--- src/rtl/instr_fetch_decode.sv ---
// MIPS fetch/decode stage: owns the PC, handshakes with instruction memory and
// registers the decoded R/I-type fields. Optional fetch timeout: FETCH_TIMEOUT_EN.
module instr_fetch_decode #(
  parameter logic [31:0] RESET_PC       = 32'h0000_0000,
  parameter int          TIMEOUT_CYCLES = 16
) (
  input  logic        clk,
  input  logic        rst_n,
  output logic        imem_req,
  output logic [31:0] imem_addr,
  input  logic [31:0] imem_rdata,
  input  logic        imem_ack,
  input  logic        stall,
  input  logic        branch_taken,
  input  logic [31:0] branch_target,
  output logic [31:0] pc_out,
  output logic        instr_valid,
  output logic [5:0]  opcode,
  output logic [4:0]  rs,
  output logic [4:0]  rt,
  output logic [4:0]  rd,
  output logic [4:0]  shamt,
  output logic [5:0]  funct,
  output logic [15:0] imm16,
  output logic        fetch_err
);

  typedef enum logic [1:0] {
    S_IDLE,
    S_REQ,
    S_ISSUE,
    S_RETRY
  } state_t;

  state_t      state_reg;
  logic [31:0] pc_reg;
  logic [31:0] ir_reg;
  logic        imem_req_reg;
  logic        instr_valid_reg;

  if (TIMEOUT_CYCLES < 1) begin : g_timeout_range
    $error("TIMEOUT_CYCLES must be at least 1");
  end

`ifdef FETCH_TIMEOUT_EN
  localparam int CW = $clog2(TIMEOUT_CYCLES + 1);
  localparam logic [CW-1:0] TO_LAST = CW'(TIMEOUT_CYCLES - 1);

  logic [CW-1:0] cnt_reg;
  logic          fetch_err_reg;
`endif

  always_ff @(posedge clk or negedge rst_n) begin
    if (!rst_n) begin
      state_reg       <= S_IDLE;
      pc_reg          <= RESET_PC;
      ir_reg          <= '0;
      imem_req_reg    <= 1'b0;
      instr_valid_reg <= 1'b0;
`ifdef FETCH_TIMEOUT_EN
      cnt_reg         <= '0;
      fetch_err_reg   <= 1'b0;
`endif
    end else begin
`ifdef FETCH_TIMEOUT_EN
      fetch_err_reg <= 1'b0;
`endif
      case (state_reg)
        S_IDLE: begin
          state_reg    <= S_REQ;
          imem_req_reg <= 1'b1;
`ifdef FETCH_TIMEOUT_EN
          cnt_reg      <= '0;
`endif
        end
        S_REQ: begin
          // an ack on the timeout cycle still wins over the error
          if (imem_ack) begin
            ir_reg          <= imem_rdata;
            instr_valid_reg <= 1'b1;
            imem_req_reg    <= 1'b0;
            state_reg       <= S_ISSUE;
          end
`ifdef FETCH_TIMEOUT_EN
          else if (cnt_reg == TO_LAST) begin
            fetch_err_reg <= 1'b1;
            imem_req_reg  <= 1'b0;
            cnt_reg       <= '0;
            state_reg     <= S_RETRY;
          end else begin
            cnt_reg <= cnt_reg + 1'b1;
          end
`endif
        end
        S_ISSUE: begin
          if (!stall) begin
            pc_reg          <= branch_taken ? (branch_target & 32'hFFFF_FFFC)
                                            : pc_reg + 32'd4;
            instr_valid_reg <= 1'b0;
            imem_req_reg    <= 1'b1;
            state_reg       <= S_REQ;
`ifdef FETCH_TIMEOUT_EN
            cnt_reg         <= '0;
`endif
          end
        end
        S_RETRY: begin
          state_reg    <= S_REQ;
          imem_req_reg <= 1'b1;
        end
        default: begin
          state_reg    <= S_IDLE;
          imem_req_reg <= 1'b0;
        end
      endcase
    end
  end

  assign imem_req    = imem_req_reg;
  assign imem_addr   = pc_reg;
  assign pc_out      = pc_reg;
  assign instr_valid = instr_valid_reg;

  // fields are slices of the instruction register, so they only move on an IR load
  assign opcode = ir_reg[31:26];
  assign rs     = ir_reg[25:21];
  assign rt     = ir_reg[20:16];
  assign rd     = ir_reg[15:11];
  assign shamt  = ir_reg[10:6];
  assign funct  = ir_reg[5:0];
  assign imm16  = ir_reg[15:0];

`ifdef FETCH_TIMEOUT_EN
  assign fetch_err = fetch_err_reg;
`else
  assign fetch_err = 1'b0;
`endif

endmodule

--- config.mk ---
export PLATFORM = sky130hd
export DESIGN_NAME = instr_fetch_decode
export DESIGN_NICKNAME = d
export VERILOG_FILES = /design/src/rtl/instr_fetch_decode.sv
export SDC_FILE = /design/constraint.sdc
export NUM_CORES = 1
export LEC_CHECK = 0
export BUFFER_PORTS_ARGS = -buffer_cell sky130_fd_sc_hd__buf_2
export CORE_ASPECT_RATIO = 0.9
export CORE_MARGIN = 1.5
export CORE_UTILIZATION = 42
export CTS_CLUSTER_SIZE = 28
export DETAILED_ROUTE_END_ITERATION = 8
export HOLD_SLACK_MARGIN = 0.03
export PLACE_DENSITY_LB_ADDON = 0.12
export SLEW_MARGIN = 10
export SYNTH_ARGS = -nofsm -noshare
export SYNTH_HDL_FRONTEND = slang
export SYNTH_SLANG_ARGS = --single-unit
--- constraint.sdc ---
create_clock -name clk -period 1.95 [get_ports clk]
set_input_delay 0.39 -clock clk [delete_from_list [all_inputs] [get_ports clk]]
set_output_delay 0.39 -clock clk [all_outputs]
set_load 0.01 [all_outputs]
== Word level (Yosys, flattened, before mapping) ==
Index checks and enable logic that the tools add are counted.
Word-level totals
  register bits after elaboration: 68
  input port bits: 69
  output and inout bits: 115
Operators by class
  $add $sub $neg: 1
  eq/ne operators: 5
  multiplexer cells: 10
  bitwise logic cells: 1
  reductions and logical operators: 7
Operator list (count)
  32-bit by 3-bit adder with 32-bit output (second input constant): 1
  32-bit two-way mux: 1
  2-bit one-hot mux with 3 select lines: 1
  2-bit AND reduction: 3
  2-bit equality test (second input constant): 2
  1-bit two-way mux: 4
  2-bit two-way mux: 2
  2-bit inequality test (second input constant): 2
  1-bit one-hot mux with 3 select lines: 1
  3-bit AND reduction: 1
  2-bit by 1-bit equality test with 1-bit output (second input constant): 1
  2-bit logical NOT: 1
  1-bit one-hot mux with 2 select lines: 1
  2-bit nonzero test: 1
  2-bit OR reduction: 1
  1-bit NOT: 1

== Depth between registers and ports, before layout ==
  depth after elaboration: 3
  mapped depth: 7
  depth with buffers taken out: 6

== Least setup slack after synthesis ==
OpenSTA, ideal clock, no wires.
  path type: register -> register
  start point: reg pc_reg[2], in the netlist imem_addr[2]
  end point: reg pc_reg[16], in the netlist imem_addr[16]
  library setup time: 0.137 ns
  arrival time: 1.886 ns
  data required time: 1.813 ns
  slack: -0.073 ns
  stages on the path, launching flop included: 7
  path buffers: 0
  clock period less this slack: 2.023 ns
  cell sequence: dfrtp_1 ha_1 nand4_2 or4_1 or3_1 o21ai_0 a21oi_1
On the way
  longest elaborated chain between the ends: 2
RTL lines
  from (decl): RTL line 36  | logic [31:0] pc_reg;
  from (signal assigned): RTL line 97  | pc_reg <= branch_taken ? (branch_target & 32'hFFFF_FFFC)
  32-bit by 3-bit adder with 32-bit output: RTL line 98  | : pc_reg + 32'd4;
  32-bit two-way mux: RTL line 97
Every way passes these cells.
A chain may end at the register's enable or synchronous reset.

== Final worst setup path ==
  start point: reg pc_reg[16], in the netlist imem_addr[16]
  end point: reg pc_reg[30], in the netlist imem_addr[30]
Same word-level chain as after synthesis.

==> results.md <==
- The clock latency on the worst-skew pair is 340 ps.
- Summing every instance area after synthesis gives 3650 um^2.
- The remaining antenna violation count is 0.
- From left edge to right edge, the die measures 101 um.
- The final worst-path cycle share is 98.8%.
- The synthesis-stage register bit count is 65.
- The data required time of the critical path is 2170 ps.
- The number of enable-type register cells in the synthesized netlist is 0.
- 184 I/O pins were placed.
- Among all flip-flop cells after synthesis, the most frequent one is sky130_fd_sc_hd__dfrtp_1.
- The via count of the first global-routing pass is 2958.
- The total buffers and inverters traversed by the critical path is 0.
- The sequential-to-total area share from yosys stat is 44.6%.
- Counting every sink on the clock net gives 65.
- Of all nets on the critical path, the largest fanout is 5.
- The number of max-slew violations in the final report came to 0.
- TritonCTS created 9 clock buffers.
- The tree is rooted in a sky130_fd_sc_hd__clkbuf_8.
- After global routing the overflow that remains totals 0.
- The kind of capture point of the worst setup path is a flop.
- The clock tree synthesis step divided the H-tree into 3 levels.
- The headroom to the max-slew limit is 65.6%.
- The number of distinct library cells after synthesis is 45.
- The area of all sequential standard cells is 1630 um^2.
- The critical path goes through nand4_1, or4_4, nor4_4, mux2i_1, o211ai_2.
- The power per cell area is 1320 nW/um^2.
- The critical path data arrival time is 2150 ps.
- The type of origin of the critical path is a flop.
- For this run, the number of Yosys warnings is 0.
- The async set-reset flop share out of synthesis is 100%.
- Of the total power, the share spent switching nets is 39.3%.
- The total of hold buffers inserted after clock tree synthesis is 0.
- From bottom edge to top edge, the die measures 91.4 um.
- The average wire per standard cell is 14.5 um.
- Setup repair after global routing could not meet its margin everywhere.
- The run finished with clean final reports.
- The peak supply drop is 0.748 mV.
- The total number of placement rows is 32.
- From synthesis to final layout, the design area changed by 29.9%.
- The post-synthesis average cell area is 9.77 um^2.
- The maximum buffer depth of the clock tree is 2.
- Setup violations remaining at the end of the flow were counted as 0.
- OpenSTA, run right after detailed placement, puts the worst setup slack at -6.26 ps.
- The first-pass GRT wire length is 14900 um.
- The die outline area is 9250 um^2.
- Static timing analysis puts the maximum clock frequency at 519 MHz.
- The max capacitance violation total is 0.
- The total net switching power is 2.46 mW.
- The critical setup path kind is flop to flop.
- Routability-driven placement finished with a final weighted congestion of 0.808.
- Summing over every cut layer, the via total after detailed routing is 3312.
- The initial cell density of the core is 43.0%.
- The area of the multi-input gates is 1570 um^2.
- The leakage component of the power is 2.31 nW.
- The number of port buffers is 176.
- The stage delay of the slowest cell on the critical path is 600 ps.
- Between clock sinks in the finished design, the worst skew comes to 10.4 ps.
- Setup slack on the critical path of the routed design comes to 22.8 ps.
- In this run the standard cell core region covers 8490 um^2.
- The first detailed-routing pass took 4 iterations.
- The pin slew with the least headroom to its limit is 516 ps.
- The final layout net count is 601.
- The initial antenna violation count is 0.
- The global-route usage over all layers is 20.6%.
- The number of antenna diodes in the final layout is 0.
- Power comes to 6.25 mW.
- The combinational group share of total power is 47.3%.
- For this design, the slowest cell found on the critical path is sky130_fd_sc_hd__or4_4.
- After detailed routing, the number of remaining DRC violations is 0.
- The number of DRC markers in iteration 0 is 165.
- The total routed wirelength is 9460 um.
- The number of flip-flops under the largest register name is 32.
- The maximum number of pins on one net before global-route repair is 66.
- The cell count after synthesis came out at 373.
- The share of total power dissipated in sequential elements is 37.1%.
- The final-report hold violation count is 0.
- The worst min-delay path class is primary input to async pin.
- Dividing the detail-routed via count by the number of cells gives 5.06.
- The clock tree from TritonCTS is yes.
- The filler cells instantiated in the layout total 811.
- The shortest period the worst path allows is 1930 ps.
- The fraction of final layout cells sized beyond drive strength 1 is 52.5%.
- The cell family with the largest share of critical-path delay is simple AND/OR/NAND/NOR gates.
- After clock tree synthesis, the clock-pin slew on the worst setup and hold paths is 80 ps.
- The detailed placement HPWL is 6770 um.
- The clock network is responsible for 15.6% of the overall power.
- Internal power comes to 3.80 mW.
what timing repair did:
item,in CTS,in global routing
endpoints found under the hold margin,0,0
setup endpoints to repair,3,6
buffers inserted,0,3
gates resized for setup,1,2
pin swaps,1,5
cells in the final DEF, fill, tap and decap left out, drive strengths merged, types with 3 or more instances in the layout:
| cell | instances |
|---|---|
| mux2 | 33 |
| nand3 | 19 |
| and3 | 7 |
| a22oi | 3 |
| or4 | 4 |
| clkinv | 5 |
| nor2 | 20 |
| nand2 | 20 |
| nand4 | 8 |
| clkbuf | 9 |
| a21oi | 31 |
| dfrtp | 65 |
| mux2i | 4 |
| buf | 214 |
| nor4 | 4 |
| o22ai | 5 |
| nor2b | 3 |
| conb | 5 |
| a31o | 3 |
| or3 | 3 |
| nor3 | 7 |
| inv | 5 |
| o21ai | 30 |
power groups by stage:
stage	logic [mW]	clock network [mW]	registers, mW
floorplan	1.56	0	2.70
detailed placement	2.94	0	2.35
global placement	2.92	0	2.31
finish	2.96	0.974	2.32
CTS	2.95	1.02	2.33
global route	3.24	1.06	2.40
routing by layer:
| layer | GRT usage [%] | vias to the layer above | routed length, um |
|---|---|---|---|
| met5 | 0 | - | 0 |
| met3 | 4.93 | 5 | 552 |
| li1 | - | 1610 | - |
| met2 | 32.6 | 124 | 4480 |
| met1 | 28.7 | 1573 | 4360 |
| met4 | 4.63 | 0 | 65 |
worst paths after layout:
| kind | endpoint | cells after the start | slack [ps] | startpoint |
|---|---|---|---|---|
| setup / recovery | imem_addr[30]$_DFFE_PN0P_ | 5 | 20 | imem_addr[16]$_DFFE_PN0P_ |
| hold / removal | ir_reg[0]$_DFFE_PN0P_ | 2 | 70 | rst_n |
| setup reg to reg | imem_addr[30]$_DFFE_PN0P_ | 5 | 20 | imem_addr[16]$_DFFE_PN0P_ |
| hold reg to reg | ir_reg[26]$_DFFE_PN0P_ | 1 | 500 | ir_reg[26]$_DFFE_PN0P_ |
| max in group asynchronous | imem_addr[9]$_DFFE_PN0P_ | 2 | 1580 | rst_n |
| min in group clk | ir_reg[5]$_DFFE_PN0P_ | 2 | 280 | imem_rdata[5] |
layout make-up:
type / count / area share [%]
clock buffer: 9 / 2.62
clock inverter: 6 / 0.766
inverter: 5 / 0.396
multi-input combinational: 236 / 33.2
sequential: 65 / 34.4
tap: 119 / 3.14
timing repair buffer: 214 / 25.4
synthesized netlist by cell type (4+ instances only):
| library cell | count | area (um^2) |
|---|---|---|
| sky130_fd_sc_hd__nand3_1 | 19 | 95.1 |
| sky130_fd_sc_hd__clkbuf_1 | 18 | 67.6 |
| sky130_fd_sc_hd__nor3_1 | 7 | 35.0 |
| sky130_fd_sc_hd__o22ai_1 | 5 | 31.3 |
| sky130_fd_sc_hd__inv_1 | 5 | 18.8 |
| sky130_fd_sc_hd__buf_4 | 52 | 390 |
| sky130_fd_sc_hd__mux2i_1 | 4 | 40.0 |
| sky130_fd_sc_hd__nand4_1 | 6 | 37.5 |
| sky130_fd_sc_hd__and3_1 | 7 | 43.8 |
| sky130_fd_sc_hd__nor2_1 | 20 | 75.1 |
| sky130_fd_sc_hd__mux2_2 | 33 | 372 |
| sky130_fd_sc_hd__dfrtp_1 | 65 | 1630 |
| sky130_fd_sc_hd__o21ai_0 | 30 | 150 |
| sky130_fd_sc_hd__a21oi_1 | 31 | 155 |
| sky130_fd_sc_hd__nand2_1 | 20 | 75.1 |
logic make-up (layout without fill, tap and decap cells):
kind of cell	Yosys count	count (layout)	share of synthesized area, %
other	1	5	0.103
adder cells (fa/ha/maj)	1	1	0.343
AO/OA/AOI/OAI	90	90	14.7
flip-flops	65	65	44.6
buffers and inverters	76	234	13.2
AND/OR/NAND/NOR	103	103	15.8
multiplexers	37	37	11.3
per-stage QoR:
| step | utilization (%) | hold WS, ps | setup TNS [ps] | instances | area (um^2) |
|---|---|---|---|---|---|
| after floorplan | - | 94.4 | 0 | 377 | 3670 |
| after global routing | 55.8 | 81.9 | -90.2 | 654 | 4740 |
| after detailed placement | 53.5 | 446 | -6.26 | 636 | 4540 |
| after CTS | 55.4 | 66.8 | 0 | 651 | 4700 |
| final | 55.8 | 67.3 | 0 | 654 | 4740 |
| after global placement | 53.5 | 436 | 0 | 636 | 4540 |
Note: power is estimated with default switching activity, not from simulation.
